## src/rtl/mchan_cmd_pkg.sv

```systemverilog
// Shared types and default widths for the DMA command splitter.
// The struct describes one emitted burst at the default widths.
package mchan_cmd_pkg;

   localparam int unsigned DEF_LEN_WIDTH    = 16;
   localparam int unsigned DEF_COUNT_WIDTH  = 16;
   localparam int unsigned DEF_STRIDE_WIDTH = 16;
   localparam int unsigned DEF_EXT_WIDTH    = 32;
   localparam int unsigned DEF_TCDM_WIDTH   = 16;
   localparam int unsigned DEF_SID_WIDTH    = 2;
   localparam int unsigned DEF_BURST_LENGTH = 64;
   localparam int unsigned BURST_OFF_WIDTH  = $clog2(DEF_BURST_LENGTH);

   typedef enum logic {
      StIdle = 1'b0,
      StRun  = 1'b1
   } state_e;

   typedef struct packed {
      logic [DEF_EXT_WIDTH-1:0]   ext_add;
      logic [DEF_TCDM_WIDTH-1:0]  tcdm_add;
      logic [BURST_OFF_WIDTH-1:0] len;
      logic [DEF_SID_WIDTH-1:0]   sid;
      logic                       row_last;
      logic                       last;
   } burst_cmd_t;

endpackage

```

## src/rtl/burst_boundary_calc.sv

```systemverilog
// Size of the next burst: the smaller of the bytes left in the row and the
// bytes up to the next burst boundary; flags when that finishes the row.
module burst_boundary_calc #(
   parameter int unsigned REM_WIDTH = 17,
   parameter int unsigned OFF_WIDTH = 6
) (
   input  logic [REM_WIDTH-1:0] row_rem_i,
   input  logic [OFF_WIDTH-1:0] off_i,
   output logic [OFF_WIDTH:0]   bytes_o,
   output logic                 row_last_o
);

   localparam int unsigned CmpW = (REM_WIDTH > OFF_WIDTH + 1) ? REM_WIDTH : OFF_WIDTH + 1;

   logic [OFF_WIDTH:0] w_to_bnd;
   logic [CmpW-1:0]    w_rem_ext;
   logic [CmpW-1:0]    w_bnd_ext;

   always_comb begin
      w_to_bnd   = {1'b1, {OFF_WIDTH{1'b0}}} - {1'b0, off_i};
      w_rem_ext  = CmpW'(row_rem_i);
      w_bnd_ext  = CmpW'(w_to_bnd);
      row_last_o = (w_rem_ext <= w_bnd_ext);
      bytes_o    = row_last_o ? (OFF_WIDTH + 1)'(row_rem_i) : w_to_bnd;
   end

endmodule

```

## src/rtl/cmd_splitter_nd.sv

```systemverilog
// Splits a linear or 2D DMA command into burst-aligned sub-commands.
// 2D support is built only when CMD_SPLIT_TWD_EN is defined.
module cmd_splitter_nd
   import mchan_cmd_pkg::*;
#(
   parameter int unsigned MCHAN_LEN_WIDTH    = DEF_LEN_WIDTH,
   parameter int unsigned TWD_COUNT_WIDTH    = DEF_COUNT_WIDTH,
   parameter int unsigned TWD_STRIDE_WIDTH   = DEF_STRIDE_WIDTH,
   parameter int unsigned EXT_ADD_WIDTH      = DEF_EXT_WIDTH,
   parameter int unsigned TCDM_ADD_WIDTH     = DEF_TCDM_WIDTH,
   parameter int unsigned TRANS_SID_WIDTH    = DEF_SID_WIDTH,
   parameter int unsigned MCHAN_BURST_LENGTH = DEF_BURST_LENGTH
) (
   input  logic                                  clk_i,
   input  logic                                  rst_ni,
   input  logic                                  cmd_valid_i,
   output logic                                  cmd_ready_o,
   input  logic [MCHAN_LEN_WIDTH-1:0]            cmd_len_i,
   input  logic                                  cmd_twd_i,
   input  logic [TWD_COUNT_WIDTH-1:0]            cmd_count_i,
   input  logic [TWD_STRIDE_WIDTH-1:0]           cmd_stride_i,
   input  logic [EXT_ADD_WIDTH-1:0]              cmd_ext_add_i,
   input  logic [TCDM_ADD_WIDTH-1:0]             cmd_tcdm_add_i,
   input  logic [TRANS_SID_WIDTH-1:0]            cmd_sid_i,
   output logic                                  burst_valid_o,
   input  logic                                  burst_ready_i,
   output logic [EXT_ADD_WIDTH-1:0]              burst_ext_add_o,
   output logic [TCDM_ADD_WIDTH-1:0]             burst_tcdm_add_o,
   output logic [$clog2(MCHAN_BURST_LENGTH)-1:0] burst_len_o,
   output logic [TRANS_SID_WIDTH-1:0]            burst_sid_o,
   output logic                                  burst_row_last_o,
   output logic                                  burst_last_o,
   output logic                                  busy_o
);

   localparam int unsigned OffW = $clog2(MCHAN_BURST_LENGTH);
   localparam int unsigned RemW =
      ((MCHAN_LEN_WIDTH > TWD_COUNT_WIDTH) ? MCHAN_LEN_WIDTH : TWD_COUNT_WIDTH) + 1;

   state_e                    r_state, w_state_next;
   logic [EXT_ADD_WIDTH-1:0]  r_ext_add;
   logic [TCDM_ADD_WIDTH-1:0] r_tcdm_add;
   logic [TRANS_SID_WIDTH-1:0] r_sid;
   logic [RemW-1:0]           r_row_rem;
   logic [RemW-1:0]           w_len_bytes;
   logic [OffW:0]             w_bytes;
   logic                      w_row_last;
   logic                      w_last;
   logic                      w_cmd_hs;
   logic                      w_burst_hs;
   logic [EXT_ADD_WIDTH-1:0]  w_ext_inc;

   assign w_len_bytes = RemW'(cmd_len_i) + RemW'(1);
   assign w_cmd_hs    = cmd_valid_i & (r_state == StIdle);
   assign w_burst_hs  = burst_ready_i & (r_state == StRun);
   assign w_ext_inc   = r_ext_add + EXT_ADD_WIDTH'(w_bytes);

   burst_boundary_calc #(
      .REM_WIDTH (RemW),
      .OFF_WIDTH (OffW)
   ) u_calc (
      .row_rem_i  (r_row_rem),
      .off_i      (r_ext_add[OffW-1:0]),
      .bytes_o    (w_bytes),
      .row_last_o (w_row_last)
   );

`ifdef CMD_SPLIT_TWD_EN
   logic [EXT_ADD_WIDTH-1:0] r_row_ext;
   logic [EXT_ADD_WIDTH-1:0] r_pitch;
   logic [RemW-1:0]          r_row_bytes;
   logic [RemW-1:0]          r_tot_rem;
   logic [RemW-1:0]          w_row_in;
   logic [RemW-1:0]          w_tot_next;
   logic [EXT_ADD_WIDTH-1:0] w_next_row;
   logic                     w_is_2d;

   assign w_row_in   = RemW'(cmd_count_i) + RemW'(1);
   // A row at least as long as the transfer degenerates to a single row.
   assign w_is_2d    = cmd_twd_i & (w_row_in < w_len_bytes);
   assign w_tot_next = r_tot_rem - RemW'(w_bytes);
   assign w_next_row = r_row_ext + r_pitch;
   assign w_last     = w_row_last & (r_tot_rem == RemW'(w_bytes));

   always_ff @(posedge clk_i or negedge rst_ni) begin
      if (!rst_ni) begin
         r_row_ext   <= '0;
         r_pitch     <= '0;
         r_row_bytes <= '0;
         r_tot_rem   <= '0;
      end else if (w_cmd_hs) begin
         r_row_ext   <= cmd_ext_add_i;
         r_pitch     <= EXT_ADD_WIDTH'(cmd_stride_i) + EXT_ADD_WIDTH'(1);
         r_row_bytes <= w_is_2d ? w_row_in : w_len_bytes;
         r_tot_rem   <= w_len_bytes;
      end else if (w_burst_hs) begin
         r_tot_rem <= w_tot_next;
         if (w_row_last) r_row_ext <= w_next_row;
      end
   end

   always_ff @(posedge clk_i or negedge rst_ni) begin
      if (!rst_ni) begin
         r_ext_add <= '0;
         r_row_rem <= '0;
      end else if (w_cmd_hs) begin
         r_ext_add <= cmd_ext_add_i;
         r_row_rem <= w_is_2d ? w_row_in : w_len_bytes;
      end else if (w_burst_hs) begin
         if (w_row_last) begin
            r_ext_add <= w_next_row;
            r_row_rem <= (r_row_bytes < w_tot_next) ? r_row_bytes : w_tot_next;
         end else begin
            r_ext_add <= w_ext_inc;
            r_row_rem <= r_row_rem - RemW'(w_bytes);
         end
      end
   end
`else
   logic w_unused_2d;
   assign w_unused_2d = ^{cmd_twd_i, cmd_count_i, cmd_stride_i};
   assign w_last      = w_row_last;

   always_ff @(posedge clk_i or negedge rst_ni) begin
      if (!rst_ni) begin
         r_ext_add <= '0;
         r_row_rem <= '0;
      end else if (w_cmd_hs) begin
         r_ext_add <= cmd_ext_add_i;
         r_row_rem <= w_len_bytes;
      end else if (w_burst_hs) begin
         r_ext_add <= w_ext_inc;
         r_row_rem <= r_row_rem - RemW'(w_bytes);
      end
   end
`endif

   always_ff @(posedge clk_i or negedge rst_ni) begin
      if (!rst_ni) begin
         r_tcdm_add <= '0;
         r_sid      <= '0;
      end else if (w_cmd_hs) begin
         r_tcdm_add <= cmd_tcdm_add_i;
         r_sid      <= cmd_sid_i;
      end else if (w_burst_hs) begin
         r_tcdm_add <= r_tcdm_add + TCDM_ADD_WIDTH'(w_bytes);
      end
   end

   always_ff @(posedge clk_i or negedge rst_ni) begin
      if (!rst_ni) r_state <= StIdle;
      else         r_state <= w_state_next;
   end

   always_comb begin
      w_state_next = r_state;
      unique case (r_state)
         StIdle: if (cmd_valid_i) w_state_next = StRun;
         StRun:  if (burst_ready_i && w_last) w_state_next = StIdle;
         default: w_state_next = StIdle;
      endcase
   end

   // Burst fields are forced to zero outside RUN so idle outputs match reset.
   always_comb begin
      cmd_ready_o      = (r_state == StIdle);
      busy_o           = (r_state == StRun);
      burst_valid_o    = (r_state == StRun);
      burst_ext_add_o  = '0;
      burst_tcdm_add_o = '0;
      burst_len_o      = '0;
      burst_sid_o      = '0;
      burst_row_last_o = 1'b0;
      burst_last_o     = 1'b0;
      if (r_state == StRun) begin
         burst_ext_add_o  = r_ext_add;
         burst_tcdm_add_o = r_tcdm_add;
         burst_len_o      = OffW'(w_bytes - (OffW + 1)'(1));
         burst_sid_o      = r_sid;
         burst_row_last_o = w_row_last;
         burst_last_o     = w_last;
      end
   end

endmodule
```

## config.mk

```make
export PLATFORM = sky130hd
export DESIGN_NAME = cmd_splitter_nd
export DESIGN_NICKNAME = d
export VERILOG_FILES = /design/src/rtl/mchan_cmd_pkg.sv /design/src/rtl/burst_boundary_calc.sv /design/src/rtl/cmd_splitter_nd.sv
export SDC_FILE = /design/constraint.sdc
export NUM_CORES = 1
export LEC_CHECK = 0
export ABC_AREA = 1
export CAP_MARGIN = 15
export CORE_ASPECT_RATIO = 2
export CORE_UTILIZATION = 46
export DETAILED_ROUTE_END_ITERATION = 16
export GPL_TIMING_DRIVEN = 0
export PLACE_DENSITY = 0.79
export SKIP_LAST_GASP = 1
export SYNTH_ARGS = -nofsm -noshare
export SYNTH_HDL_FRONTEND = slang
export SYNTH_SLANG_ARGS = --single-unit
```

## constraint.sdc

```tcl
create_clock -name clk_i -period 4 [get_ports clk_i]
set_clock_uncertainty 0.2 [all_clocks]
set_input_delay 0.6 -clock clk_i [delete_from_list [all_inputs] [get_ports clk_i]]
set_output_delay 0.6 -clock clk_i [all_outputs]
set_load 0.1 [all_outputs]
```

After elaboration in Yosys (flattened, before gate mapping)
Cells that the tools add are included.

cells by class
  muxes and demuxes = 15
  add/subtract/negate cells = 6
  reductions and logical operators = 2
  $lt $le $gt $ge = 1
  bitwise gates (word level) = 3

operator list
  cell                     count
  $mux W32                 3
  $mux W16                 3
  $mux W17                 2
  $add A32 B7 Y32          1
  $add A16 B1 Y17 const B  1
  $le A17 B7 Y1            1
  $sub A17 B7 Y17          1
  $add A16 B7 Y16          1
  $mux W7                  1
  $sub A7 B6 Y7 const A    1
  $mux W6                  1
  $sub A6 B1 Y6 const B    1
  $mux W1                  3
  $and A1 B1 Y1            2
  $mux W2                  1
  $pmux W1 S2              1
  $reduce_bool A2 Y1       1
  $logic_and A1 B1 Y1      1
  $not A1 Y1               1

word-level totals
  logic and storage cells = 32
  register bits after elaboration = 68
  bits of input ports = 103

Depth between registers and ports, before layout
  depth after elaboration = 6
  depth in mapped cells = 27

By module
From an unflattened synthesis, not the netlist that was laid out.

second synthesis, totals
  cell total of the unflattened synthesis = 1,182
  area, all modules = 6,956.7 µm²

modules (own cells, without submodules)
  module               cells each  seq. area each (µm²)  times used  area an instance (µm²)
  cmd_splitter_nd      1,095       1,701.6               1           6,472.5
  burst_boundary_calc  87          0.0                   1           484.2

Worst setup path before layout
No wires, ideal clock.

  kind = register to output
  start point = register r_ext_add[2]
  end point = output port burst_len_o[4]
  data arrival time = 3.890 ns
  stages on the path, launching flop included = 17
  buffers on the path = 0
  setup slack = -0.690 ns
  path through = dfrtp_1 nor2_1 nand2_1 nor3_1 xor2_1 ha_1 nand2_1 inv_1 a21oi_2 nand3_4 nand2_4 nand2_1 o21a_1 ha_1 nand3_1 o21ai_1 a21oi_1

on the way
  word-level cells in the longest chain between the ends = 5

RTL lines
  what                    RTL line                   source
  from (decl)             cmd_splitter_nd.sv:41      logic [EXT_ADD_WIDTH-1:0] r_ext_add;
  from (signal assigned)  cmd_splitter_nd.sv:129     r_ext_add <= cmd_ext_add_i;
  from (signal assigned)  cmd_splitter_nd.sv:132     r_ext_add <= w_ext_inc;
  $sub A7 B6 Y7 (*)       burst_boundary_calc.sv:20  w_to_bnd = {1'b1, {OFF_WIDTH{1'b0}}} - {1'b0, off_i};
  $le A17 B7 Y1           burst_boundary_calc.sv:23  row_last_o = (w_rem_ext <= w_bnd_ext);
  $mux W7 (*)             burst_boundary_calc.sv:24  bytes_o = row_last_o ? (OFF_WIDTH + 1)'(row_rem_i) : w_to_bnd;
  $sub A6 B1 Y6 (*)       cmd_splitter_nd.sv:178     burst_len_o = OffW'(w_bytes - (OffW + 1)'(1));
  $mux W6 (*)             cmd_splitter_nd.sv:175     if (r_state == StRun) begin
  to (decl)               cmd_splitter_nd.sv:29      output logic [$clog2(MCHAN_BURST_LENGTH)-1:0] burst_len_o,

Every way passes the cells marked *; elsewhere a longest branch is shown, timed or not.

Final worst setup path
  start point = register r_ext_add[1]
  end point = register r_ext_add[18]

on the way
  word-level cells in the longest chain between the ends = 6

RTL lines
  what                 RTL line                   source
  $sub A7 B6 Y7        burst_boundary_calc.sv:20
  $le A17 B7 Y1        burst_boundary_calc.sv:23
  $mux W7              burst_boundary_calc.sv:24
  $add A32 B7 Y32 (*)  cmd_splitter_nd.sv:56      assign w_ext_inc = r_ext_add + EXT_ADD_WIDTH'(w_bytes);
  $mux W32 (*)         cmd_splitter_nd.sv:131     end else if (w_burst_hs) begin
  $mux W32 (*)         cmd_splitter_nd.sv:128     end else if (w_cmd_hs) begin

Every way passes the cells marked *; elsewhere a longest branch is shown, timed or not. The select of a mux whose other input is x is not followed.
A chain may end at the register's enable or synchronous reset.

==> impl_metrics.ini <==
[finish]
fin_nets = 1369
layout.cells.non_filler = 1392
final_layout_size_suffix_gt1_frac = 0.2199
final_area_um2 = 9801
n_fill_cell = 1014
syn_to_final_growth_pct = 52.60
post-route-util = 0.7253
antenna_cells = 0

[global_route]
grt_pass1_vias = 7811
grt.overflow.total = 0
grt_max_degree = 62
grt_use_total = 0.3570
grt_pass1_wl_mm = 39.04
antenna_found_initial = 0

[sta]
fin_hold_ws_ps = 274.0
fin_crit_ps = 4228
slew_viol_final = 0
setup_viol = 33
post-route-period-util = 1.057
fmax_mhz = 236.5
fin_ws_ps = -228.5
rsz0062_at_grt = yes
hold_viol = 0
tightest_slew_ps = 993.8
slew_headroom = 0.3354
finalSetupTns_ps = -3671

[yosys]
synth_enable_flop_cells = 0
yosys.area_share.adder = 0.06974
ys_async_sr_fraction = 1.000
yosysWarnings = 0
yosysSeqAreaShare = 0.2650
syn_nets = 1157
ys_types = 46
synth.avg_cell_area_um2 = 6.296
ys.flop_type = dfrtp_1
synth_xor_xnor_area_share = 0.03955
synth-simple-area-share = 0.3633
synth_compound_area_frac = 0.1504
synth_top_family_by_area = simple AND/OR/NAND/NOR gates
syn_area_um2 = 6422
synthCells = 1020
ys_seq_elements = 68
synthMuxAreaShare = 0

[routing]
drtAntennaViolNets = 0
drc_errors = 0
wl_per_cell_um = 20.96
vias_per_cell = 5.984
first_pass_iters = 6
wl_mm = 29.17
drtIter0Drc = 751
num_vias = 8330

[run]
cap_viol_max_count = 0

[setup_path]
cp.arrival_ps = 4270
cp_num_buf_inv = 5
slowest_delay_ps = 470
crit_type = flip-flop to flip-flop
crit_family = compound AO/OA/AOI/OAI gates
crit_required_ps = 4040
path_cells = inv_4 -> ha_4 -> nand2_4 -> xor2_4 -> ha_4 -> nand2_1 -> nand2_1 -> a21oi_4 -> nand3_4 -> nand2_8 -> nand2_4 -> o21a_4 -> inv_4 -> ha_4 -> inv_4 -> fa_2 -> o21a_4 -> o21ai_4 -> buf_6 -> buf_6 -> nand2_4 -> a21oi_2 -> o21a_1 -> o21ai_1
critPathMaxFanout = 7
crit_slowest_cell = dfrtp_2
start_kind = flip-flop
end_kind = flip-flop

[place]
hpwl_mm = 18.31
dp.cells = 1306
port-buffer-count = 130
place_congestion = 0.9748
placed_cell_area_um2 = 7985
place_ws_ps = -908.8

[cts]
h-tree-depth = 3
cts_root_buffer = clkbuf_16
cts_buffer_depth = 2
path_clk_slew_ps = 70
clkLatencyLatePin_ps = 360
cts_tree = done
numCtsBuffers = 9
cts_sinks = 68

[power]
p_sw_frac = 0.5547
power_leakage_nw = 4.766
p_switching_mw = 5.653
peakVddDrop_v = 0.0004473
power_frac_seq = 0.123
pwr-share-clk = 0.089
intPower_mw = 4.539
p_per_area_nw_per_um2 = 1040
comb_power_share = 0.788
p_total_mw = 10.19

[floorplan]
die_w_um = 85.55
die_area_um2 = 14470
std_cell_rows = 60
start_util = 0.4753
die_y_um = 169.1
placeableCoreArea_um2 = 13510
pin_count = 164

[run_status]
violations = setup timing
run_status = finished, violations left

[min_path]
min_path_type = flip-flop to flip-flop
[sequential cells by signal, indices dropped and copies added, names as in the netlist]
signal and cells:
burst_valid_o 1, r_row_rem 17, r_tcdm_add 16, r_sid 2, r_ext_add 32
[worst register-to-register path: stages (launching register included)]
cell and delay, ps:
dfrtp_2 470, inv_4 100, ha_4 180, nand2_4 70
xor2_4 300, ha_4 270, nand2_1 60, nand2_1 80
a21oi_4 150, nand3_4 150, nand2_8 150, nand2_4 60
o21a_4 130, inv_4 80, ha_4 150, inv_4 50
fa_2 400, o21a_4 230, o21ai_4 230, buf_6 150
buf_6 110, nand2_4 40, a21oi_2 130, o21a_1 120
o21ai_1 50
[timing repair]
item,4_1_cts,5_1_grt
endpoints found under the setup margin,65,55
resized for setup,135,135
pin swaps,25,60
hold buffers,1,0
endpoints found under the hold margin,7,0
buffers inserted,27,41
cloned,0,1
[power by group through the flow]
| stage | clock network [mW] | logic (mW) | registers, mW |
|---|---|---|---|
| after floorplan | 0 | 4.13 | 1.09 |
| after global placement | 0 | 5.17 | 1.18 |
| after detailed placement | 0 | 5.24 | 1.18 |
| after CTS | 0.884 | 5.97 | 1.18 |
| after global routing | 0.932 | 8.40 | 1.27 |
| final | 0.912 | 8.03 | 1.25 |
[logic make-up after synthesis]
family                   after synthesis
AND/OR/NAND/NOR                      532
buffers and inverters                184
AO/OA/AOI/OAI                        173
flip-flops                            68
adder cells (fa/ha/maj)               34
XOR/XNOR                              29
[layout make-up]
| type | count | area [µm²] | area share |
|---|---|---|---|
| clock buffers | 12 | 246.5 | 0.02515 |
| inverters | 150 | 573.1 | 0.05847 |
| plain buffers | 34 | 161.4 | 0.01647 |
| well taps | 155 | 193.9 | 0.01979 |
| flip-flops and latches | 68 | 1704 | 0.1739 |
| repair buffers | 201 | 1977 | 0.2017 |
| clock inverters | 4 | 72.57 | 0.007405 |
| multi-input cells | 768 | 4872 | 0.4971 |
[final timing paths]
path / from / endpoint / slack (ps) / cells after the start
setup / recovery: r_ext_add[1] / r_ext_add[18] / -230 / 24
hold / removal: r_sid[1] / r_sid[1] / 270 / 2
setup reg to reg: r_ext_add[1] / r_ext_add[18] / -230 / 24
hold reg to reg: r_sid[1] / r_sid[1] / 270 / 2
max in group asynchronous: rst_ni / r_ext_add[2] / 2610 / 3
min in group asynchronous: rst_ni / r_row_rem[11] / 420 / 2
[layer usage]
metal / global-route usage / vias up / part of all wire
met1: 0.3522 / 3835 / 0.32
met4: 0.3217 / 0 / 0.096
met3: 0.05900 / 209 / 0.083
met2: 0.6261 / 578 / 0.50
met5: 0 / - / 0
li1: - / 3708 / -
[cells in the mapped netlist (10+ instances only)]
master | instances | area share
a21oi_1 | 60 | 0.047
clkbuf_1 | 19 | 0.011
dfrtp_1 | 68 | 0.26
ha_1 | 31 | 0.060
inv_1 | 145 | 0.085
nand2_1 | 276 | 0.16
nand3_1 | 65 | 0.051
nand3b_1 | 10 | 0.012
nand4_1 | 12 | 0.012
nor2_1 | 114 | 0.067
nor3_1 | 19 | 0.015
o21ai_0 | 66 | 0.051
o22ai_1 | 10 | 0.0097
xor2_1 | 20 | 0.027
[layout by cell type, fill, tap and decap left out, types with 11 or more instances in the layout]
cell type,n
nand2_1,242
clkdlybuf4s50_1,121
ha_4,20
nand3_1,60
buf_6,11
nor2_1,94
nand2_4,21
inv_1,135
buf_4,58
a21oi_2,12
a21oi_1,46
clkbuf_1,21
nor2_4,13
nor3_1,16
xor2_1,16
inv_2,11
nor2_2,14
o21ai_1,17
o21ai_0,44
nand4_1,12
nand2_2,25
dfrtp_1,66
Note: power is estimated with default switching activity, not from simulation.
